### config.mk
export PLATFORM = sky130hd
export DESIGN_NAME = qeciphy_link_supervisor
export DESIGN_NICKNAME = d
export VERILOG_FILES = /design/src/rtl/qeciphy_link_supervisor.sv
export SDC_FILE = /design/constraint.sdc
export NUM_CORES = 1
export LEC_CHECK = 0
export ABC_AREA = 1
export BUFFER_PORTS_ARGS = -buffer_cell sky130_fd_sc_hd__buf_4
export CORE_UTILIZATION = 42
export CTS_CLUSTER_DIAMETER = 100
export DETAILED_ROUTE_END_ITERATION = 8
export HOLD_SLACK_MARGIN = 0.05
export PLACE_DENSITY_LB_ADDON = 0.2
export SLEW_MARGIN = 30
export SYNTH_ARGS = -nofsm -noshare
export SYNTH_HDL_FRONTEND = slang
export SYNTH_SLANG_ARGS = --single-unit
### constraint.sdc
create_clock -name ACLK -period 5.33 [get_ports ACLK]
set_input_delay 0.2665 -clock ACLK [delete_from_list [all_inputs] [get_ports ACLK]]
set_output_delay 0.2665 -clock ACLK [all_outputs]
set_load 0.02 [all_outputs]
### src/rtl/qeciphy_link_supervisor.sv
// Link bring-up supervisor: pulses the PHY reset, waits for link-ready and retries on
// errors or timeouts until the retry budget runs out.
module qeciphy_link_supervisor #(
    parameter int unsigned RST_CYCLES     = 16,
    parameter int unsigned TIMEOUT_CYCLES = 65536,
    parameter int unsigned MAX_RETRIES    = 7
) (
    input  logic       ACLK,
    input  logic       ARST,
    input  logic       enable,
    input  logic [3:0] STATUS,
    input  logic [3:0] ECODE,
    input  logic       rx_data_error,
    output logic       phy_arstn,
    output logic       traffic_en,
    output logic       link_up,
    output logic       fail,
    output logic [3:0] retry_count,
    output logic [2:0] state
);

    localparam int unsigned CNT_MAX = (RST_CYCLES > TIMEOUT_CYCLES) ? RST_CYCLES : TIMEOUT_CYCLES;
    localparam int unsigned CNT_W   = $clog2(CNT_MAX) + 1;

    localparam logic [CNT_W-1:0] RST_LAST   = CNT_W'(RST_CYCLES - 1);
    localparam logic [CNT_W-1:0] TO_LAST    = CNT_W'(TIMEOUT_CYCLES - 1);
    localparam logic [3:0]       RETRY_MAX  = 4'(MAX_RETRIES);
    localparam logic [3:0]       LINK_READY = 4'b0100;

    typedef enum logic [2:0] {
        StIdle     = 3'd0,
        StReset    = 3'd1,
        StWaitLink = 3'd2,
        StActive   = 3'd3,
        StFailed   = 3'd4
    } state_e;

    state_e           state_q, state_d;
    logic [CNT_W-1:0] cnt_q, cnt_d;
    logic [3:0]       retry_q, retry_d;
    logic             do_retry;

    always_ff @(posedge ACLK or posedge ARST) begin
        if (ARST) begin
            state_q <= StIdle;
            cnt_q   <= '0;
            retry_q <= '0;
        end else begin
            state_q <= state_d;
            cnt_q   <= cnt_d;
            retry_q <= retry_d;
        end
    end

    always_comb begin
        state_d  = state_q;
        retry_d  = retry_q;
        cnt_d    = cnt_q + CNT_W'(1);
        do_retry = 1'b0;

        unique case (state_q)
            StIdle: begin
                retry_d = '0;
                if (enable) state_d = StReset;
            end
            StReset: begin
                if (cnt_q == RST_LAST) state_d = StWaitLink;
            end
            StWaitLink: begin
                if (ECODE != 4'd0)              do_retry = 1'b1;
                else if (STATUS == LINK_READY)  state_d  = StActive;
                else if (cnt_q == TO_LAST)      do_retry = 1'b1;
            end
            StActive: begin
                if (ECODE != 4'd0 || STATUS != LINK_READY || rx_data_error) do_retry = 1'b1;
            end
            StFailed: begin
                state_d = StFailed;
            end
            default: begin
                state_d = StIdle;
            end
        endcase

        // Retry budget saturates at RETRY_MAX; exhausting it parks the FSM in FAILED.
        if (do_retry) begin
            if (retry_q < RETRY_MAX) begin
                retry_d = retry_q + 4'd1;
                state_d = StReset;
            end else begin
                state_d = StFailed;
            end
        end

        if (!enable) begin
            state_d = StIdle;
            retry_d = '0;
        end

        // The counter only runs inside RESET and WAIT_LINK and restarts on every state change.
        if (state_d != state_q || state_q == StIdle || state_q == StActive
            || state_q == StFailed) begin
            cnt_d = '0;
        end
    end

    assign phy_arstn   = (state_q == StWaitLink) || (state_q == StActive);
    assign traffic_en  = (state_q == StActive);
    assign link_up     = (state_q == StActive);
    assign fail        = (state_q == StFailed);
    assign retry_count = retry_q;
    assign state       = state_q;

endmodule

==> metrics.txt, run 1 <==
status=completed; setup ws final=between 2000 and 2500 ps; Placed Instances=252; PortBufs=22; Final Skew=around 5.8 ps; pin count of the biggest net entering global routing=25; Yosys top cell area share=41.6%; logic gate share of total power=9.9%; RSZ-0062 raised after global routing=no; Internal Pwr Total=approximately 0.24 mW; vias=between 1000 and 1500; Post-synth ARST share=between 90% and 100%; clock root cell=clkbuf_4; Critical Path AT=between 3000 and 4000 ps; Clk pwr share=30.9%; Hold WC Path Type=in -> reg; Area growth syn-to-layout=16.8%; DIE AREA=between 3000 and 4000 um2; CTS tree=done; switching share of power=24.5%; DRC=0; Crit path buffers/inverters=1; Post-CTS Hold Buffers=0; #FFs+latches synth=24; post-cts sizing count=0; DP Worst Slack=about 2200 ps; Peak supply drop=0.103 mV; Site Rows=20; First DRT Iteration DRCs=between 50 and 60; Sequential Power Share=~59%; Die Ht=approximately 61 um; placed wire-length estimate=roughly 2000 um; clk buf depth=2; Fillers=323; Clock transition at path regs=between 100 and 150 ps; Final Util=a little over half; Seq/Total Area, Yosys=about two fifths; ant diodes=0; endpoints failing hold=0; drt first pass iters=4; clk_lat worst skew=about 310 ps; Crit Path Max Fanout=17; LEAKAGE=~0.85 nW; hold_ws=approximately 230 ps; Setup TNS Final=0 ps; final setup vio count=0; Worst Setup End Kind=flop; Global Route Usage Sum=about 17%; CP Class=reg -> reg; pwr/cell area=around 190 nW/um2; I/O pins=23; GR Overflow Total=0; most frequent CP cell=nand2_1; Final Max Slew Viols=0; Max Clock Freq=roughly 0.32 GHz; NumNets Final=229; synthesis warning total=0; layout cells sized above 1=about 23%; EDFF count, synth=0; TritonCTS Sinks=24; Starting Density=a little under half; Mapped Nets=204; final WL=between 2000 and 3000 um; DR WL/cell=around 10 um; GPL Wtd Cong=0.782; syn_area_per_cell=roughly 7.6 um2; Slowest cell on crit path=nor4_1; Mapped Cells=~190; CP Launch Type=flop; crit path cell chain=ha_1 -> nand2_1 -> nor4_1 -> nand3b_1 -> nor2_1 -> nand4_1 -> nor2_1 -> ha_1 -> nor2_1 -> nand3_1 -> nand2_1 -> clkinv_1 -> nand3_2 -> nand2_1 -> nand2_1 -> nand2_1 -> nand2_1 -> nand2_2 -> nor2_1; Largest stage delay, worst path=about 420 ps; synth top area cells=dfrtp_1 42%, nand2_1 9.4%, nor2_1 8.3%; H-tree levels=1; largest delay contributor family on the critical path=simple AND/OR/NAND/NOR gates; most frequent cells in the layout=36 x nand2_1, 32 x nor2_1, 28 x inv_1; top_reg_cell synth=dfrtp_1; most common cell after layout, fill and taps aside=nand2_1; largest area contributor in the netlist=dfrtp_1; Post-Syn Area=approximately 1400 um2; initial antenna violation count=0; final cycle utilization of the critical path=59.5%; setup bufs post-CTS=0; Core ar.=around 3200 um2; Slew @ Worst Pin=~490 ps; P_sw=roughly 0.077 mW; CTS buffer count=3; unique cell type count in the Yosys netlist=28; fin crit period=approximately 3200 ps; max-cap violations=0; Routed Antenna Nets=0; Die Wd=slightly above 60 um; Non-Filler Instances=between 200 and 300; Rel. slew slack=67.3%; first-pass GRT wire length=approximately 4600 um; via/cell ratio=around 4.7; WP data required=approximately 5500 ps; number of global-route vias before repair=about 1100
[worst reg2reg max path: stages (launching register included)]
cell	delay, ps
dfrtp_1	390
ha_1	180
nand2_1	80
nor4_1	420
nand3b_1	180
nor2_1	200
nand4_1	130
nor2_1	110
ha_1	150
nor2_1	40
nand3_1	90
nand2_1	60
clkinv_1	90
nand3_2	170
nand2_1	140
nand2_1	80
nand2_1	60
nand2_1	60
nand2_2	340
nor2_1	90
[power groups by stage]
stage	sequential (mW)	combinational, mW	clock [mW]
4_1_cts	0.186	0.0310	0.0996
6_report	0.186	0.0309	0.0967
2_1_floorplan	0.190	0.0201	0
3_5_place_dp	0.189	0.0309	0
3_3_place_gp	0.189	0.0302	0
5_1_grt	0.186	0.0357	0.107
[state kept, by name, indices dropped and copies added (netlist names)]
register	flops
cnt_q	17
state	3
retry_count	4
[Yosys cell counts, types with 2 or more instances]
library cell and count:
xnor2_1 4, nor2_2 11, nand2_2 2, nand3_1 9
ha_1 3, xor2_1 8, inv_1 29, nand4_1 5
a21oi_1 3, nand3_2 4, nor3_1 2, or2_2 2
nand2_1 36, nor2_1 32, dfrtp_1 24, o21ai_0 3
[per-layer routing]
metal  routed length (um)  vias to the layer above  track usage [%]
met4                   15                        0             6.82
li1                     -                      631                -
met5                    0                        -                0
met3                  121                        2             2.77
met2                 1190                       29             27.5
met1                 1350                      541             22.7
[stage by stage]
| step | power (mW) | area, um2 |
|---|---|---|
| 3_5_place_dp | 0.220 | 1640 |
| 4_1_cts | 0.316 | 1680 |
| 5_1_grt | 0.329 | 1690 |
| 3_3_place_gp | 0.219 | 1640 |
| 2_1_floorplan | 0.210 | 1450 |
| 6_report | 0.313 | 1690 |
[final timing paths]
kind                            slack [ps]  depth (start not counted)     start   endpoint
worst min register to register         470                          1  cnt_q[0]   cnt_q[0]
worst min-delay path                   230                          3    enable   state[2]
max in group asynchronous             4480                          3      ARST  cnt_q[14]
worst max-delay path                  2160                         19  cnt_q[0]  cnt_q[16]
worst max register to register        2160                         19  cnt_q[0]  cnt_q[16]
min in group asynchronous              520                          3      ARST   cnt_q[3]
[area by class of cell]
| type | count | area, um2 | share of cell area, % |
|---|---|---|---|
| multi-input cells | 131 | 704 | 41.7 |
| inverters | 31 | 116 | 6.89 |
| clock buffers | 4 | 36.3 | 2.15 |
| flip-flops and latches | 24 | 601 | 35.6 |
| repair buffers | 23 | 175 | 10.4 |
| well taps | 44 | 55.1 | 3.26 |
[kinds of logic (layout without fill, tap and decap cells)]
group / count (synthesis) / in the layout / synth area share (%)
compound gates: 10 / 10 / 4.24
buf+inv: 34 / 58 / 9.70
simple gates: 106 / 106 / 34.6
fa+ha+maj: 3 / 3 / 2.60
xor+xnor: 12 / 12 / 7.27
flops: 24 / 24 / 41.6
Power figures use the tool's default switching activity.
==> inputs of run 2 (changes only) <==
==> constraint.sdc (replaced) <==
create_clock -name ACLK -period 3.3 [get_ports ACLK]
set_input_delay 0.165 -clock ACLK [delete_from_list [all_inputs] [get_ports ACLK]]
set_output_delay 0.165 -clock ACLK [all_outputs]
set_load 0.02 [all_outputs]
==> run 2 against run 1 <==
Compared with the run above: flip-flop and latch count did not move; critical path depth fell by 1; core utilization rose by 0.48 points; clock skew fell by 1.0 ps; sequential share of layout area fell by 0.31 points; highest routed layer unchanged; first-iteration DRC count fell by 19%; cell area rose by 0.89%; combinational power rose by 74%; power rose by 53%; global-route usage fell by 0.40 points; worst hold slack got worse by 88 ps; maximum frequency rose by 8.2%.
==> metrics.txt, run 2 (synthesized netlist as in run 1, its figures left out) <==
status=completed; H-tree levels=1; placed wire-length estimate=slightly above 2000 um; first-pass GRT wire length=approximately 4600 um; Critical Path AT=around 3200 ps; Final Max Slew Viols=0; endpoints failing hold=0; initial antenna violation count=0; Routed Antenna Nets=0; GR Overflow Total=0; pin count of the biggest net entering global routing=25; Fillers=322; layout cells sized above 1=around 23%; final cycle utilization of the critical path=~90%; CP Launch Point=cnt_q[0]; Final Util=a little over half; ant diodes=0; Hold WC Path Type=in -> reg; Reg2Reg Launch Point=cnt_q[0]; most frequent cells in the layout=36 x nand2_1, 32 x nor2_1, 28 x inv_1; fin crit period=slightly below 3000 ps; hold wc startpoint=enable; First DRT Iteration DRCs=47; DRC=0; Crit path buffers/inverters=1; clk buf depth=2; Slew @ Worst Pin=a little under 500 ps; final setup vio count=0; Final Skew=4.75 ps; Starting Density=between 40% and 50%; CP Class=reg -> reg; CTS buffer count=3; NumNets Final=between 200 and 250; GPL Wtd Cong=~0.8; Rel. slew slack=about two thirds; Die Ht=slightly above 60 um; pwr/cell area=roughly 280 nW/um2; CP Launch Type=flop; via/cell ratio=~4.7; vias=1209; Max Clock Freq=0.341 GHz; Setup TNS Final=0 ps; most common cell after layout, fill and taps aside=nand2_1; Slowest cell on crit path=dfrtp_1; Clock transition at path regs=around 130 ps; Die Wd=just over 60 um; LEAKAGE=0.862 nW; PortBufs=22; max reg flops=17; CTS tree=done; Global Route Usage Sum=between 10% and 20%; clk_lat worst skew=between 300 and 400 ps; number of global-route vias before repair=1136; most frequent CP cell=nor2_1; Area growth syn-to-layout=17.8%; WP data required=around 3600 ps; Site Rows=20; TritonCTS Sinks=24; largest delay contributor family on the critical path=simple AND/OR/NAND/NOR gates; RSZ-0062 raised after global routing=no; final WL=2770 um; Peak supply drop=between 0.2 and 0.25 mV; max-cap violations=0; Power, Total=~0.48 mW; I/O pins=23; drt first pass iters=4; Crit Path Max Fanout=17; crit path cell chain=ha_1 -> nand2_1 -> nor4_4 -> nand3b_1 -> nor2_1 -> nand4_1 -> nor2_1 -> ha_1 -> nor2_1 -> nand3_1 -> nand2_1 -> clkinv_1 -> nand3_2 -> nand4_1 -> nand2_1 -> nor2_2 -> nand2_8 -> nor2_1; Largest stage delay, worst path=between 300 and 400 ps; Core ar.=roughly 3200 um2; Worst Setup End Kind=flop; DIE AREA=between 3000 and 4000 um2; clock root cell=clkbuf_4; DR WL/cell=10.8 um; Biggest register=cnt_q
## run 2: layer usage
layer,track usage [%],vias up,wire [um]
met2,27.2,25,1310
met4,5.19,0,22
met5,0,-,0
li1,-,627,-
met1,22.6,553,1310
met3,2.56,4,121
## run 2: power breakdown
| group | total (mW) | internal (mW) | switching [mW] |
|---|---|---|---|
| sequential | 0.300 | 0.297 | 0.00339 |
| clock | 0.127 | 0.0426 | 0.0840 |
| combinational | 0.0539 | 0.0197 | 0.0343 |
## run 2: repair_timing
item	CTS	global route
resized for setup	0	4
hold buffers	0	1
buffers inserted	0	0
hold endpoints to repair	0	24
setup endpoints to repair	0	17
## run 2: final timing paths
check / depth (start not counted) / slack (ps) / end
worst max register to register: 18 / 370 / cnt_q[5]
worst max-delay path: 18 / 370 / cnt_q[5]
min in group asynchronous: 3 / 420 / cnt_q[2]
max in group asynchronous: 3 / 2550 / cnt_q[6]
worst min-delay path: 3 / 140 / state[2]
worst min register to register: 1 / 470 / cnt_q[0]
## run 2: final cells by class
type | instances | area [um2] | area share, %
Inverter | 31 | 116 | 6.83
Timing Repair Buffer | 23 | 175 | 10.3
Tap cell | 44 | 55.1 | 3.23
Sequential cell | 24 | 601 | 35.3
Multi-Input combinational cell | 131 | 733 | 43.1
Clock buffer | 3 | 22.5 | 1.32
## run 2: stage by stage
stage / setup slack (ps) / instance area [um2] / cells / hold slack [ps]
final: 368 / 1700 / 256 / 142
after CTS: 144 / 1660 / 255 / 64.9
after global routing: 55.2 / 1700 / 256 / 148
after detailed placement: 175 / 1640 / 252 / 417
after floorplan: 616 / 1450 / 189 / 180
after global placement: 251 / 1640 / 252 / 411
## run 2: tightest hold or removal path, delay by kind of cell
| kind | cells | cell delay (ps) |
|---|---|---|
| buffers and inverters | 2 | 190 |
| and+or+nand+nor | 1 | 80 |
